===== src/rtl/demux_stream_slot.sv =====
// One-entry output register for a single demux channel.
// Holds its word until drained; a load and drain in the same cycle replaces the word with no bubble.
module demux_stream_slot #(
    parameter int unsigned WIDTH = 1
) (
    input  logic             clk,
    input  logic             reset,
    input  logic             load,
    input  logic [WIDTH-1:0] load_data,
    input  logic             drain,
    output logic [WIDTH-1:0] data,
    output logic             valid,
    output logic             free
);

    assign free = !valid || drain;

    always_ff @(posedge clk or posedge reset) begin
        if (reset) begin
            data  <= '0;
            valid <= 1'b0;
        end else if (load) begin
            data  <= load_data;
            valid <= 1'b1;
        end else if (drain) begin
            valid <= 1'b0;
        end
    end

endmodule


===== src/rtl/demux_nway_stream_chip.sv =====
// Registered N-way valid/ready stream demux with broadcast and per-channel output slots.
// Out-of-range selects are accepted and dropped, flagged by a one-cycle sel_err pulse.
module demux_nway_stream_chip #(
    parameter int unsigned WIDTH = 1,
    parameter int unsigned N     = 8,
    parameter int unsigned SELW  = 3
) (
    input  logic                 clk,
    input  logic                 reset,
    input  logic [WIDTH-1:0]     in_data,
    input  logic [SELW-1:0]      in_sel,
    input  logic                 in_bcast,
    input  logic                 in_valid,
    output logic                 in_ready,
    output logic [N*WIDTH-1:0]   out_data,
    output logic [N-1:0]         out_valid,
    input  logic [N-1:0]         out_ready,
    output logic                 sel_err,
    output logic [15:0]          xfer_count
);

    if ((1 << SELW) < N) begin : g_bad_selw
        $error("demux_nway_stream_chip: SELW too narrow for N");
    end
    if (N < 2 || N > 16) begin : g_bad_n
        $error("demux_nway_stream_chip: N must be in 2..16");
    end

    logic [N-1:0] free;
    logic [N-1:0] load;
    logic         sel_ok;
    logic         sel_free;
    logic         accept;

    assign sel_ok = 32'(in_sel) < N;

    // Index free[] only over legal channels so an out-of-range select never reads past N.
    always_comb begin
        sel_free = 1'b0;
        for (int i = 0; i < N; i++) begin
            if (in_sel == SELW'(i)) begin
                sel_free = free[i];
            end
        end
    end

    assign in_ready = in_bcast ? &free : (sel_ok ? sel_free : 1'b1);
    assign accept   = in_valid && in_ready;

    for (genvar i = 0; i < N; i++) begin : g_slot
        assign load[i] = accept && (in_bcast || in_sel == SELW'(i));

        demux_stream_slot #(
            .WIDTH (WIDTH)
        ) u_slot (
            .clk       (clk),
            .reset     (reset),
            .load      (load[i]),
            .load_data (in_data),
            .drain     (out_ready[i]),
            .data      (out_data[i*WIDTH +: WIDTH]),
            .valid     (out_valid[i]),
            .free      (free[i])
        );
    end

    always_ff @(posedge clk or posedge reset) begin
        if (reset) begin
            sel_err    <= 1'b0;
            xfer_count <= 16'h0000;
        end else begin
            sel_err <= accept && !in_bcast && !sel_ok;
            if (accept) begin
                xfer_count <= xfer_count + 16'h0001;
            end
        end
    end

endmodule


===== config.mk =====
export PLATFORM = sky130hd
export DESIGN_NAME = demux_nway_stream_chip
export DESIGN_NICKNAME = d
export VERILOG_FILES = /design/src/rtl/demux_stream_slot.sv /design/src/rtl/demux_nway_stream_chip.sv
export SDC_FILE = /design/constraint.sdc
export NUM_CORES = 1
export LEC_CHECK = 0
export CAP_MARGIN = 5
export CELL_PAD_IN_SITES_DETAIL_PLACEMENT = 1
export CELL_PAD_IN_SITES_GLOBAL_PLACEMENT = 1
export CORE_MARGIN = 4
export CORE_UTILIZATION = 40
export CTS_BUF_LIST = sky130_fd_sc_hd__clkbuf_4 sky130_fd_sc_hd__clkbuf_8 sky130_fd_sc_hd__clkbuf_16
export CTS_CLUSTER_DIAMETER = 50
export DETAILED_ROUTE_END_ITERATION = 8
export GPL_ROUTABILITY_DRIVEN = 0
export GPL_TIMING_DRIVEN = 0
export HOLD_SLACK_MARGIN = 0.08
export PLACE_DENSITY_LB_ADDON = 0.1
export SLEW_MARGIN = 10
export SYNTH_ARGS = -nofsm -noshare
export SYNTH_HDL_FRONTEND = slang
export SYNTH_SLANG_ARGS = --single-unit

===== constraint.sdc =====
create_clock -name clk -period 3.15 [get_ports clk]
set_input_delay 0.63 -clock clk [delete_from_list [all_inputs] [get_ports clk]]
set_output_delay 0.63 -clock clk [all_outputs]
set_load 0.01 [all_outputs]

==> results.md, run 1 <==
- Slowest stage delay, CP: 0.44 ns
- Post-DP Area: between 2000 and 2500 um^2
- Buf+Inv Stages, Crit Path: 4
- Die Ht: approximately 76 um
- Total GRT Usage: around 18%
- Starting utilization of the core area: 41.9%
- Max-slew violation count: 0
- Fin Hold WS: between 0.4 and 0.5 ns
- Commonest non-fill, non-tap cell in the layout: clkdlybuf4s50_1
- Final Critical Period: between 3 and 4 ns
- Vias in the first global route: 1710
- Yosys top cell by area: dfrtp_1
- Total Nets Final: between 200 and 300
- # IOs: 50
- Clock Sinks: 32
- Synth warnings: 0
- Ys async rst share: between 90% and 100%
- Post-Synthesis Cell Area: 1860 um^2
- Pwr Density: just under 600 nW/um^2
- Worst path required time: 2.52 ns
- Worst rel slew slack: 55.0%
- Most common cell on crit path: buf_6
- Synth top area share: between 40% and 50%
- Antenna diodes: 0
- DR vias/cell: between 5 and 6
- Worst-path maximum fanout: 10
- Critical path capture point type: primary output
- First-pass GRT wire length: between 8000 and 9000 um
- Slew @ Worst Pin: ~0.67 ns
- Num CTS Buffers: 5
- DRC viols: 0
- Vias after detailed routing: 1588
- Share of cells above drive strength 1: 20.9%
- Status: finished clean
- Die width: 76.3 um
- Post-synthesis cell count: approximately 180
- Fmax achieved: 325 MHz
- Initial antenna violation count: 0
- Setup WS pre-CTS: -0.480 ns
- Post-synth net total: 196
- DP HPWL: between 3000 and 4000 um
- Ranking of synthesized cells by area: dfrtp_1 (43%), buf_4 (7.2%), xor2_1 (6.6%)
- DRT antenna net count: 0
- DR iter-0 viols: about 110
- Crit path DAT: between 2 and 2.5 ns
- Number of hold violations in the final report: 0
- Cell area after layout: roughly 2500 um^2
- First-pass DRT Iterations: 4
- Per-cell routed wire length: about 18 um
- Crit path launch type: primary input
- Number of enable flip-flop cells after synthesis: 0
- Hold Path Class: register to register
- Die area: 5820 um^2
- RSZ-0062 raised after global routing: no
- Pleak: about 1.1 nW
- Worst VDD drop: ~0.35 mV
- CTS H-tree depth: 2
- Clk buf depth: 2
- GR Overflow Total: 0
- Detailed-route wire length: just over 5000 um
- Post-route setup slack: around 0.073 ns
- Final core utilization: approximately 57%
- #FFs+latches synth: 32
- Ys flop type: dfrtp_1
- Cts hold-fix bufs: 0
- Port bufs: 48
- Row cnt: 24
- Clk Tree Root Cell: clkbuf_8
- Max-cap viol count: 0
- Clock Latency Late Sink: between 0.2 and 0.3 ns
- Distinct cell type count after synthesis: 42
- Fin crit share: a little over nine tenths
- Crit-path leading delay family: buffers and inverters
- Post-Syn Area per Cell: approximately 10 um^2
- Critical-path cell list: clkdlybuf4s50_1, buf_6, or3b_4, a221oi_2, o221a_2, buf_6, nor3_1, buf_2
- Critical path's slowest cell: clkdlybuf4s50_1
- Largest net degree at the start of global routing: 33
- Most frequent cells in the layout: clkdlybuf4s50_1 (47), dfrtp_1 (32), buf_4 (20)
- Setup violators final: 0
- Clock-pin slew on the worst setup and hold paths: ~0.070 ns
- Layout area overhead: 35.2%
- Register area share after synthesis: a little over two fifths
- Core area: around 4400 um^2
- Clk_skew: about 0.0098 ns
- Critical path class: primary input to primary output
- CTS tree: yes
[per-layer routing]
layer / wire (um) / share of wire [%] / global-route usage [%] / vias to the layer above
met5: 0 / 0 / 0 / -
met4: 91 / 1.8 / 6.52 / 0
met3: 203 / 4.0 / 3.78 / 9
met2: 2500 / 49 / 30.6 / 41
met1: 2270 / 45 / 22.2 / 796
li1: - / - / - / 742
[final cells by class]
type | count | area, um^2
multi-input combinational | 114 | 852
tap | 52 | 65.1
timing repair buffer | 50 | 490
sequential | 32 | 801
clock buffer | 7 | 96.3
buffer | 29 | 205
inverter | 3 | 11.3
fill | 485 | 1920
[report_power, final]
group / switching, W / total, W / internal (W)
sequential: 0.0000898 / 0.000592 / 0.000502
clock: 0.000152 / 0.000347 / 0.000195
combinational: 0.000226 / 0.000558 / 0.000332
[sequential cells by signal (all words and copies together), names as in the netlist]
signal / cells
g_slot.u_slot.data: 8
g_slot.u_slot.valid: 8
xfer_count: 16
[repair_timing]
action	4_1_cts	5_1_grt
buffers inserted	2	0
gates resized for setup	8	0
pin swaps	0	1
cloned	0	0
setup endpoints to repair	1	1
[synth_stat cells, types with 3 or more instances]
cell	number
a21oi_1	4
a31oi_1	3
and3_1	5
buf_2	6
buf_4	18
clkbuf_1	3
dfrtp_1	32
inv_1	3
mux2_1	5
mux2_2	3
nand2_1	4
nand2b_1	9
nand3_1	6
nand4_1	5
nor3_1	3
nor4_1	13
nor4_2	5
o21ai_0	6
xor2_1	14
[final timing paths]
path	depth (start not counted)	slack (ns)	start	endpoint
min reg2reg	1	0.47	xfer_count[15]	xfer_count[15]
max	8	0.07	in_sel[0]	in_ready
max reg2reg	7	1.03	g_slot[4].u_slot.valid	xfer_count[1]
min in group asynchronous	2	0.77	reset	xfer_count[2]
min	1	0.47	xfer_count[15]	xfer_count[15]
max in group asynchronous	2	1.94	reset	xfer_count[8]
[cell families (layout without fill, tap and decap cells)]
logic type                 after synthesis  in the layout  synth area share, %
AOI/OAI and AO/OA                       20             20                 7.18
xor gates and xnor gates                15             15                 7.05
adders and majority gates                1              1                0.671
buffers and inverters                   33             89                 11.5
DFF                                     32             32                 43.0
muxes                                   10             10                 6.17
other                                    1              1                0.201
and+or+nand+nor                         67             67                 24.3
[metrics by stage]
| stage | setup TNS, ns | total power, W | cells |
|---|---|---|---|
| floorplan | 0 | 0.000874 | 179 |
| finish | 0 | 0.00150 | 287 |
| global placement | -0.424 | 0.00113 | 279 |
| global route | 0 | 0.00157 | 287 |
| CTS | 0 | 0.00151 | 287 |
| detailed placement | -0.480 | 0.00115 | 279 |
(Power assumes the default switching activity.)
==> run 2: changes to the inputs <==
- GPL_ROUTABILITY_DRIVEN: 0 -> unset
- HOLD_SLACK_MARGIN: 0.08 -> 0.15
- SKIP_CTS_REPAIR_TIMING: unset -> 1
==> run 2 against run 1 <==
Flip-flop and latch count did not move. Critical path type unchanged. Register-to-register slack improved by 0.05 ns. Highest routed layer unchanged. Sequential power about the same. Sequential share of layout area shrank 0.57 points.
==> results.md, run 2 (same netlist as run 1, synthesis figures left out) <==
- Worst VDD drop: 0.356 mV (+0.52%)
- DR iter-0 viols: 88 (-17%)
- Starting utilization of the core area: 41.9% (unchanged)
- Commonest non-fill, non-tap cell in the layout: clkdlybuf4s50_1
- Largest Register: xfer_count
- Worst rel slew slack: 55.1% (+0.080 points)
- Crit path launch type: primary input
- # IOs: 50 (unchanged)
- DP HPWL: 3720 um (unchanged)
- Biggest regs: xfer_count: 16 flops, g_slot.u_slot.data: 8 flops, g_slot.u_slot.valid: 8 flops
- DRC viols: 0 (unchanged)
- Crit path DAT: 2.43 ns (-0.02 ns)
- Vias after detailed routing: 1602 (+0.88%)
- Most frequent cells in the layout: clkdlybuf4s50_1 (45), dfrtp_1 (32), buf_4 (24)
- Vias in the first global route: 1707 (-0.18%)
- GR Overflow Total: 0 (unchanged)
- Clock-pin slew on the worst setup and hold paths: 0.07 ns (about the same)
- Hold Path Class: register to register
- Die width: 76.3 um (unchanged)
- Max-cap viol count: 0 (unchanged)
- Total Nets Final: 257 (+2.0%)
- Total GRT Usage: 17.9% (-0.050 points)
- Layout area overhead: 37.7%
- Worst-path maximum fanout: 6 (-4)
- Num CTS Buffers: 5 (unchanged)
- Clk buf depth: 2 (unchanged)
- Worst path required time: 2.52 ns (about the same)
- DRT antenna net count: 0 (unchanged)
- Fmax achieved: 327 MHz (+0.60%)
- Critical path class: primary input to primary output
- First-pass DRT Iterations: 4 (unchanged)
- Fin crit share: 97.1% (-0.58 points)
- Area of the multi-input gates: 852 um^2 (unchanged)
- First-pass GRT wire length: 8500 um (unchanged)
- Setup WS pre-CTS: -0.480 ns (unchanged)
- Clk Tree Root Cell: clkbuf_8
- Final Critical Period: 3.06 ns (-0.0182 ns)
- Per-cell routed wire length: 17.7 um (about the same)
- Clock Sinks: 32 (unchanged)
- Post-route setup TNS: 0 ns (unchanged)
- Port bufs: 48 (unchanged)
- Core area: 4440 um^2 (unchanged)
- Post-route setup slack: 0.0914 ns (+0.0182 ns)
- CTS tree: yes
- Flip-flop count of the largest register after layout: 16 (unchanged)
- Max-slew violation count: 0 (unchanged)
- Row cnt: 24 (unchanged)
- Clock Latency Late Sink: 0.29 ns (about the same)
- Setup violators final: 0 (unchanged)
- Final GP Congestion: approximately 0.83
- Pleak: 1.17 nW (+3.9%)
- Clk_skew: 0.00802 ns (-0.00174 ns)
- Antenna diodes: 0 (unchanged)
- Pwr Density: 586 nW/um^2 (-1.3%)
- Fillers: 486 (+0.21%)
- Slew @ Worst Pin: 0.673 ns (-0.00120 ns)
- Number of hold violations in the final report: 0 (unchanged)
- Critical path capture point type: primary output
- Status: finished clean
- Die Ht: 76.3 um (unchanged)
- Detailed-route wire length: 5150 um (+1.7%)
- Initial antenna violation count: 0 (unchanged)
- CTS H-tree depth: 2 (unchanged)
- Largest net degree at the start of global routing: 33 (unchanged)
- Die area: 5820 um^2 (unchanged)
- Register area: 801 um^2 (unchanged)
- Share of cells above drive strength 1: 22.5% (+1.6 points)
- DR vias/cell: 5.49 (-0.85%)
[run 2: changes by cell type in the layout (fill, tap and decap cells not counted)]
cell,change
buf_4,+4
clkdlybuf4s50_1,-2
dlymetal6s2s_1,+2
buf_6,+1
[run 2: cell type report]
| cell class | instances | share of cell area, % |
|---|---|---|
| Inverter | 3 | 0.439 |
| Buffer | 29 | 8.14 |
| Timing Repair Buffer | 55 | 20.8 |
| Tap cell | 52 | 2.53 |
| Sequential cell | 32 | 31.2 |
| Multi-Input combinational cell | 114 | 33.2 |
| Clock buffer | 7 | 3.75 |
[run 2: stage by stage]
step	instance area (um^2)	hold WS (ns)	std cells	util [%]	total power, W
after floorplan	1860	0.459	179	-	0.000874
after global placement	2410	0.455	279	54.2	0.00113
after detailed placement	2410	0.463	279	54.2	0.00115
after CTS	2510	0.472	286	56.4	0.00151
after global routing	2570	0.500	292	57.8	0.00158
final	2570	0.465	292	57.8	0.00150
[run 2: worst max-delay path: stages]
cell and delay (ns):
clkdlybuf4s50_1 0.60, nor2b_1 0.34, a221oi_2 0.10, o221a_2 0.19
buf_6 0.14, nor3_1 0.23, buf_2 0.19
[run 2: per-layer routing]
| metal | vias up | wire, um | track usage (%) |
|---|---|---|---|
| li1 | 750 | - | - |
| met1 | 800 | 2310 | 22.3 |
| met2 | 42 | 2550 | 30.3 |
| met3 | 10 | 204 | 3.78 |
| met4 | 0 | 89 | 6.52 |
| met5 | - | 0 | 0 |
[run 2: worst paths after layout]
path	start	to	slack [ns]	cells after the start
max	in_sel[2]	in_ready	0.09	7
min	xfer_count[15]	xfer_count[15]	0.47	1
max reg2reg	g_slot[6].u_slot.valid	xfer_count[1]	1.08	7
min reg2reg	xfer_count[15]	xfer_count[15]	0.47	1
max in group asynchronous	reset	xfer_count[8]	1.95	2
min in group asynchronous	reset	xfer_count[2]	0.77	2
[run 2: power by group]
| part | switching (W) | total [W] | internal, W | leakage, nW |
|---|---|---|---|---|
| Sequential | 0.0000892 | 0.000592 | 0.000502 | 0.404 |
| Clock | 0.000153 | 0.000347 | 0.000195 | 0.0503 |
| Combinational | 0.000229 | 0.000565 | 0.000337 | 0.717 |
==> run 3: changes to the inputs <==
- CTS_BUF_LIST: sky130_fd_sc_hd__clkbuf_4 sky130_fd_sc_hd__clkbuf_8 sky130_fd_sc_hd__clkbuf_16 -> unset
==> results of run 3 <==
No change in the layout: final DEF, timing and power equal those of run 2.
